--- src/rtl/nibble_serial_add_ctrl.sv ---
// Multi-cycle W-bit adder that time-shares one external 4-bit adder slice,
// processing one nibble per cycle, least-significant nibble first.
module nibble_serial_add_ctrl #(
  parameter int NIBBLES = 4
) (
  input  logic                 clk,
  input  logic                 rst_n,
  input  logic                 in_valid,
  output logic                 in_ready,
  input  logic [4*NIBBLES-1:0] a,
  input  logic [4*NIBBLES-1:0] b,
  input  logic                 c_in,
  output logic                 out_valid,
  input  logic                 out_ready,
  output logic [4*NIBBLES-1:0] sum,
  output logic                 c_out,
  output logic                 ovf,
  output logic [3:0]           add_a,
  output logic [3:0]           add_b,
  output logic                 add_c_in,
  input  logic [3:0]           add_sum,
  input  logic                 add_c_out
);

  localparam int W  = 4 * NIBBLES;
  localparam int IW = (NIBBLES > 1) ? $clog2(NIBBLES) : 1;
  localparam logic [IW-1:0] LAST = IW'(NIBBLES - 1);

  localparam logic [1:0] IDLE = 2'd0;
  localparam logic [1:0] RUN  = 2'd1;
  localparam logic [1:0] DONE = 2'd2;

  logic [1:0]    state;
  logic [IW-1:0] idx;
  logic          carry;
  logic [W-1:0]  a_reg;
  logic [W-1:0]  b_reg;
  logic [W-1:0]  sum_reg;
  logic          c_out_reg;
  logic          ovf_reg;
  logic [3:0]    nib_a;
  logic [3:0]    nib_b;

  // Select the operand nibbles addressed by the current index.
  always_comb begin
    nib_a = 4'd0;
    nib_b = 4'd0;
    for (int i = 0; i < NIBBLES; i++) begin
      if (idx == IW'(i)) begin
        nib_a = a_reg[4*i +: 4];
        nib_b = b_reg[4*i +: 4];
      end
    end
  end

  assign in_ready  = (state == IDLE);
  assign out_valid = (state == DONE);
  assign add_a     = (state == RUN) ? nib_a : 4'd0;
  assign add_b     = (state == RUN) ? nib_b : 4'd0;
  assign add_c_in  = (state == RUN) ? carry : 1'b0;
  assign sum       = sum_reg;
  assign c_out     = c_out_reg;
  assign ovf       = ovf_reg;

  always_ff @(posedge clk) begin
    if (!rst_n) begin
      state     <= IDLE;
      idx       <= '0;
      carry     <= 1'b0;
      a_reg     <= '0;
      b_reg     <= '0;
      sum_reg   <= '0;
      c_out_reg <= 1'b0;
      ovf_reg   <= 1'b0;
    end else begin
      case (state)
        IDLE: begin
          if (in_valid) begin
            a_reg   <= a;
            b_reg   <= b;
            carry   <= c_in;
            idx     <= '0;
            sum_reg <= '0;
            state   <= RUN;
          end
        end
        RUN: begin
          for (int i = 0; i < NIBBLES; i++) begin
            if (idx == IW'(i)) sum_reg[4*i +: 4] <= add_sum;
          end
          carry <= add_c_out;
          if (idx == LAST) begin
            // Top nibble: its sum MSB is the result sign bit.
            state     <= DONE;
            idx       <= '0;
            c_out_reg <= add_c_out;
            ovf_reg   <= (a_reg[W-1] == b_reg[W-1]) && (add_sum[3] != a_reg[W-1]);
          end else begin
            idx <= idx + 1'b1;
          end
        end
        DONE: begin
          if (out_ready) state <= IDLE;
        end
        default: state <= IDLE;
      endcase
    end
  end

endmodule
--- config.mk ---
export PLATFORM = sky130hd
export DESIGN_NAME = nibble_serial_add_ctrl
export DESIGN_NICKNAME = d
export VERILOG_FILES = /design/src/rtl/nibble_serial_add_ctrl.sv
export SDC_FILE = /design/constraint.sdc
export NUM_CORES = 1
export LEC_CHECK = 0
export ABC_AREA = 1
export CAP_MARGIN = 20
export CORE_MARGIN = 5
export CORE_UTILIZATION = 35
export DETAILED_ROUTE_END_ITERATION = 10
export GPL_TIMING_DRIVEN = 0
export HOLD_SLACK_MARGIN = 0.1
export PLACE_DENSITY = 0.6
export SYNTH_ARGS = -nofsm -noshare
export SYNTH_HDL_FRONTEND = slang
export SYNTH_SLANG_ARGS = --single-unit
--- constraint.sdc ---
create_clock -name clk -period 1.7 [get_ports clk]
set_input_delay 0.34 -clock clk [delete_from_list [all_inputs] [get_ports clk]]
set_output_delay 0.34 -clock clk [all_outputs]
set_load 0.01 [all_outputs]
==> flow_summary_export.csv, run 1 <==
group,metric,value,unit
route,drt-total-wl,6.979,mm
floorplan,dieArea,8556,um^2
placed_design,dp.cells,486,
hold_path,worst_hold_path_type,"flop to flop",
outcome,violations,"negative setup slack",
critical_path,worst_setup_path_start_kind,"flop",
global_routing,globalRouteOverflowTotal,0,
clock_tree,clock_path_buffers,2,
critical_path,crit_type,"flop to primary output",
layout,multiInputGateArea,1220,um^2
floorplan,placementRows,30,
synthesis,syn_area,2382,um^2
critical_path,path_delay_family,"buffers and inverters",
sta,report.final.setup_viol,8,
synthesis,synth_top_family_by_area,"simple AND/OR/NAND/NOR gates",
clock_tree,insertion_delay,320,ps
synthesis,synth_xor_area_frac,0,
critical_path,path_buf_inv,4,
synthesis,synth.distinct_cells,24,
synthesis,yosysWarnings,0,
sta,setup_slack,-228.4,ps
critical_path,cp.arrival,1590,ps
route,drc,0,
synthesis,synth_mux_area_frac,0,
critical_path,cpMostUsedCell,"nand2_1",
sta,worstMarginPinSlew,442.7,ps
sta,rsz0062_at_grt,"yes",
synthesis,synth_area_leaders,"dfxtp_1 46%, nor2_1 12%, nand2_1 11%, o21ai_0 7.4%, a21oi_1 5.7%",
global_routing,grt_use_total,0.1673,
route,first_iter_violations,97,
route,final_antenna_net_count,0,
synthesis,synthSimpleGateAreaFrac,0.2899,
sta,fin_crit,1928,ps
hold_path,hold_depth,2,
global_routing,globalRoute.busiestLayer,"met2",
layout,nFillCells,679,
power_and_ir_drop,p_leak,0.001501,uW
sta,skew,4.069,ps
route,vias,2464,
synthesis,seq_area_frac_synth,0.4622,
sta,whs,466.8,ps
floorplan,io_pins,71,
critical_path,worstPathMaxFanout,9,
sta,slew_headroom,0.7048,
critical_path,regToRegSetupSlack,240,ps
critical_path,critPathRequiredTime,1360,ps
power_and_ir_drop,power_density,787.0,nW/um^2
critical_path,r2r_cells,9,
global_routing,antenna_found_initial,0,
route,firstDrtPassIters,4,
clock_tree,h-tree-depth,2,
outcome,status,"complete, but fails checks",
synthesis,synth_adder_area_share,0.02101,
synthesis,synthesis.nets,382,
route,post_drt_wl_per_cell,13.68,um
global_routing,grt_max_degree,17,
placed_design,globalplace.congestion,0.8791,
sta,finalMaxSlewViolations,0,
global_routing,grt_pass1_wl,11.34,mm
floorplan,fp.dieH,92.50,um
synthesis,yosys.area.top_type,"dfxtp_1",
critical_path,rr_startpoint,"idx[1]",
floorplan,initial_core_util,0.3546,
power_and_ir_drop,ir_worst_vdd,0.0003254,V
global_routing,met2_usage,0.2767,
clock_tree,cts_buffers,5,
floorplan,dieWidth,92.50,um
layout,syn_to_final_growth,47.95,%
layout,antenna-diode-count,0,
layout,drive_above_1_share,0.1744,
sta,hold_viol,0,
hold_path,min_to,"sum[5]",
clock_tree,ctsHoldBuffers,0,
hold_path,hp-start,"sum[5]",
global_routing,use_met3,0.04387,
clock_tree,clkTransAtPathRegs,90,ps
critical_path,cp-end-kind,"primary output",
sta,period_share,1.134,
layout,instances_no_fill,510,
floorplan,core_area,6719,um^2
clock_tree,clkSinkCount,55,
clock_tree,cts-root-buf,"clkbuf_8",
layout,nNetsFinal,475,
critical_path,critPathMaxStageDelay,380,ps
synthesis,synth_compound_area_frac,0.1633,
global_routing,grt_pass1_vias,2341,
critical_path,critPathSlowestCell,"dfxtp_4",
critical_path,reg2reg_to,"sum[10]",
route,vias_per_cell,4.831,
run,drv_cap,0,
layout,seqCellArea,1112,um^2
critical_path,crit_chain,"inv_2, ha_4, buf_8, clkinv_8, nand3_1, nand2_1, o211ai_1, nand2_1, buf_2",
global_routing,use_met1,0.2133,
placed_design,dp_hpwl,4.947,mm
placed_design,port_buffers,70,
clock_tree,cts_tree,"yes",
synthesis,syn_area_per_cell,7.090,um^2
synthesis,synth_cells,336,
synthesis,synth_top_area_share,0.4622,
sta,max_freq,518.6,MHz
synthesis,ys_ff_latch,55,
-- cells by family after synthesis --
group / Yosys count
buffers and inverters: 35
AOI/OAI and AO/OA: 73
DFF: 55
adders and majority gates: 4
and+or+nand+nor: 169
-- cells in the final DEF, fill, tap and decap left out, drive strengths merged --
cell type / count
dlygate4sd2: 1
clkdlybuf4s50: 59
nand3b: 3
nor2: 83
dfxtp: 55
buf: 33
ha: 4
inv: 17
o211ai: 8
o21ai: 36
a31oi: 1
a21oi: 27
clkbuf: 13
nand2: 73
nand3: 10
o21a: 1
clkinv: 6
-- cell usage after synthesis (all sizes together) --
cell type and n:
nor2 83, nand2 73, dfxtp 55, o21ai 36, a21oi 27, inv 17
buf 10, nand3 10, o211ai 8, clkbuf 6, ha 4, nand3b 3
clkinv 2, a31oi 1, o21a 1
-- where the power goes --
| group | switching (uW) | internal [uW] |
|---|---|---|
| Combinational | 317 | 300 |
| Clock | 442 | 284 |
| Sequential | 55.9 | 1380 |
| Total | 814 | 1960 |
-- worst max path at each step --
stage	startpoint	endpoint	slack, ps	cells past startpoint
after floorplan	idx[1]	add_a[0]	150	8
after global placement	idx[0]	add_b[1]	-620	7
after detailed placement	idx[1]	add_b[2]	-620	9
after CTS	idx[0]	add_a[0]	-240	8
after global routing	idx[1]	add_b[3]	-330	9
final	idx[1]	add_b[3]	-230	9
-- worst reg2reg max path, stage by stage, from the launching register on --
cell	delay [ps]
dfxtp_4	390
buf_6	100
ha_4	140
buf_12	140
clkinv_4	80
buf_4	140
a21oi_1	110
nand2_1	120
nand2_1	80
a21oi_1	60
-- layer usage --
| layer | share of wire | up-vias |
|---|---|---|
| li1 | - | 1264 |
| met1 | 0.45 | 1131 |
| met2 | 0.48 | 59 |
| met3 | 0.054 | 10 |
| met4 | 0.015 | 0 |
| met5 | 0 | - |
-- through the flow --
stage / TNS, ps / util / setup slack, ps / power, uW / area, um^2
after floorplan: 0 / - / 147.3 / 1748 / 2382
after global placement: -5653 / 0.4737 / -623.8 / 1992 / 3183
after detailed placement: -6011 / 0.4737 / -618.6 / 1999 / 3183
after CTS: -1668 / 0.5190 / -237.0 / 2765 / 3487
after global routing: -2475 / 0.5246 / -333.0 / 2925 / 3525
final: -1713 / 0.5246 / -228.4 / 2774 / 3525
-- layout make-up --
| cell class | count | share of cell area |
|---|---|---|
| inverters | 19 | 0.02804 |
| plain buffers | 16 | 0.03266 |
| well taps | 80 | 0.02840 |
| flip-flops and latches | 55 | 0.3156 |
| repair buffers | 85 | 0.2229 |
| clock buffers | 5 | 0.01952 |
| repair inverters | 1 | 0.002485 |
| multi-input cells | 246 | 0.3461 |
| clock inverters | 3 | 0.004260 |
-- timing repair --
action	in CTS	in global routing
gates resized for setup	82	9
endpoints found under the setup margin	15	9
pin swaps	8	8
gates cloned	4	0
setup buffers	9	3
Power figures use the tool's default switching activity.
==> run 2: changes to the inputs <==
Settings changed: CAP_MARGIN 20 to unset, CORE_UTILIZATION 35 to 47, PLACE_DENSITY 0.6 to 0.78, SLEW_MARGIN set to 20.
==> run 2 against run 1 <==
  * Largest power group unchanged
  * Utilization grew 17 points
  * Non-clock buffer count shrank 4
  * Via count rose by 5.0%
  * Global-route usage increased by 6.4 points
  * The flow still finishes with violations (negative setup slack)
  * Wire length is 4.5% higher
  * Sequential power is essentially flat
  * Total power down 0.32%
  * Clock power shrank 2%
  * Clock-buffer cell count is 2 higher
  * Sequential share of layout area grew 0.14 points
  * Sequential cell count unchanged
==> flow_summary_export.csv, run 2 (same netlist as run 1, synthesis figures left out) <==
group,metric,value,unit
critical_path,critPathSlowestCell,"dfxtp_4",
critical_path,crit_type,"flop to primary output",
floorplan,dieWidth,81.20,um
sta,skew,5.069,ps
power_and_ir_drop,combPwrFrac,0.225,
global_routing,globalRouteOverflowTotal,0,
outcome,violations,"negative setup slack",
critical_path,critPathMaxStageDelay,400,ps
floorplan,core_area,5010,um^2
power_and_ir_drop,p_leak,0.001481,uW
sta,report.final.setup_viol,8,
clock_tree,cts-root-buf,"clkbuf_8",
clock_tree,clkTransAtPathRegs,100,ps
global_routing,antenna_found_initial,0,
route,drt-total-wl,7.290,mm
layout,final_common_cell,"nor2_1",
route,final_antenna_net_count,0,
route,vias,2586,
critical_path,cp.arrival,1620,ps
power_and_ir_drop,p_switching,804.7,uW
critical_path,worst_setup_path_start_kind,"flop",
sta,hold_viol,0,
hold_path,worst_hold_path_type,"flop to flop",
layout,syn_to_final_growth,46.95,%
layout,layout_common_cells,"79 x nor2_1, 68 x nand2_1, 59 x clkdlybuf4s50_1, 52 x dfxtp_1, 35 x o21ai_0",
critical_path,cp-end-kind,"primary output",
placed_design,dp_hpwl,4.784,mm
floorplan,fp.dieH,81.20,um
sta,worstMarginPinSlew,431.8,ps
layout,antenna-diode-count,0,
sta,period_share,1.152,
power_and_ir_drop,seqPwrFrac,0.520,
floorplan,placementRows,26,
clock_tree,ctsHoldBuffers,0,
power_and_ir_drop,power_frac_clock,0.256,
global_routing,grt_use_total,0.2311,
clock_tree,clock_path_buffers,2,
sta,setup_tns,-1783,ps
route,first_iter_violations,294,
sta,finalMaxSlewViolations,0,
power_and_ir_drop,power.total,2765,uW
sta,slew_headroom,0.7121,
clock_tree,cts_buffers,5,
clock_tree,insertion_delay,310,ps
route,vias_per_cell,5.214,
placed_design,globalplace.congestion,0.8204,
critical_path,crit_chain,"inv_6, ha_4, buf_8, clkinv_8, o211ai_1, nand2_1, buf_2",
sta,max_freq,510.8,MHz
critical_path,critPathRequiredTime,1360,ps
run,drv_cap,0,
critical_path,path_delay_family,"buffers and inverters",
clock_tree,h-tree-depth,2,
route,firstDrtPassIters,5,
sta,fin_crit,1958,ps
route,post_drt_wl_per_cell,14.70,um
sta,setup_slack,-257.6,ps
clock_tree,cts_tree,"yes",
layout,fin_util,0.6988,
power_and_ir_drop,internal_power,1961,uW
power_and_ir_drop,power_density,789.9,nW/um^2
route,drc,0,
critical_path,worstPathMaxFanout,10,
power_and_ir_drop,ir_worst_vdd,0.0005042,V
global_routing,grt_pass1_wl,11.52,mm
floorplan,io_pins,71,
placed_design,port_buffers,70,
layout,nNetsFinal,471,
layout,drive_above_1_share,0.1667,
clock_tree,clkSinkCount,55,
floorplan,dieArea,6593,um^2
outcome,status,"complete, but fails checks",
global_routing,grt_max_degree,16,
floorplan,initial_core_util,0.4755,
power_and_ir_drop,swShare,0.2910,
global_routing,grt_pass1_vias,2499,
sta,rsz0062_at_grt,"yes",
critical_path,path_buf_inv,4,
run 2: worst paths after layout:
kind | startpoint | to | slack, ps | cells after the start
worst max-delay path | idx[0] | add_a[2] | -260 | 7
worst min-delay path | sum[8] | sum[8] | 470 | 2
worst max register to register | idx[1] | sum[6] | 210 | 9
worst min register to register | sum[8] | sum[8] | 470 | 2
run 2: metrics by stage:
stage | instances | setup slack (ps) | hold slack [ps] | cell area (um^2)
2_1_floorplan | 336 | 147.3 | 454.3 | 2382
3_3_place_gp | 476 | -596.9 | 447.7 | 3171
3_5_place_dp | 476 | -622.9 | 452.0 | 3171
4_1_cts | 494 | -213.6 | 466.1 | 3437
5_1_grt | 496 | -307.0 | 480.4 | 3501
6_report | 496 | -257.6 | 465.0 | 3501
run 2: area by class of cell:
| cell class | count | area [um^2] |
|---|---|---|
| Buffer | 16 | 106.4 |
| Clock buffer | 7 | 76.32 |
| Clock inverter | 1 | 5.005 |
| Fill cell | 441 | 1509 |
| Inverter | 19 | 103.9 |
| Multi-Input combinational cell | 247 | 1251 |
| Sequential cell | 55 | 1110 |
| Tap cell | 70 | 87.58 |
| Timing Repair Buffer | 81 | 760.7 |
run 2: power by group through the flow:
stage                     clock network (uW)  registers (uW)  logic [uW]
after global placement                     0            1450         530
after floorplan                            0            1450         295
after global routing                     770            1450         682
final                                    707            1440         621
after CTS                                711            1430         590
after detailed placement                   0            1460         538
run 2: routing by layer:
layer	track usage	share of wire	routed length [um]
met2	0.3974	0.50	3623
met1	0.2815	0.41	3014
met5	0	0	0
met4	0.1047	0.023	170
met3	0.03880	0.066	481
run 2: repair_timing:
action,in CTS,in global routing
endpoints found under the hold margin,0,0
gates cloned,5,0
pin swaps,8,5
endpoints found under the setup margin,15,10
resized for setup,82,14
setup buffers,5,2
run 2: worst min-delay path, delay by kind of cell (launching register included):
family,cells,cell delay (ps)
DFF,1,320
and+or+nand+nor,1,60
AOI/OAI and AO/OA,1,50
==> run 3: changes to the inputs <==
Settings changed: SLEW_MARGIN 20 to 10.
==> results of run 3 <==
Final layout, timing and power as in run 2 (identical DEF).
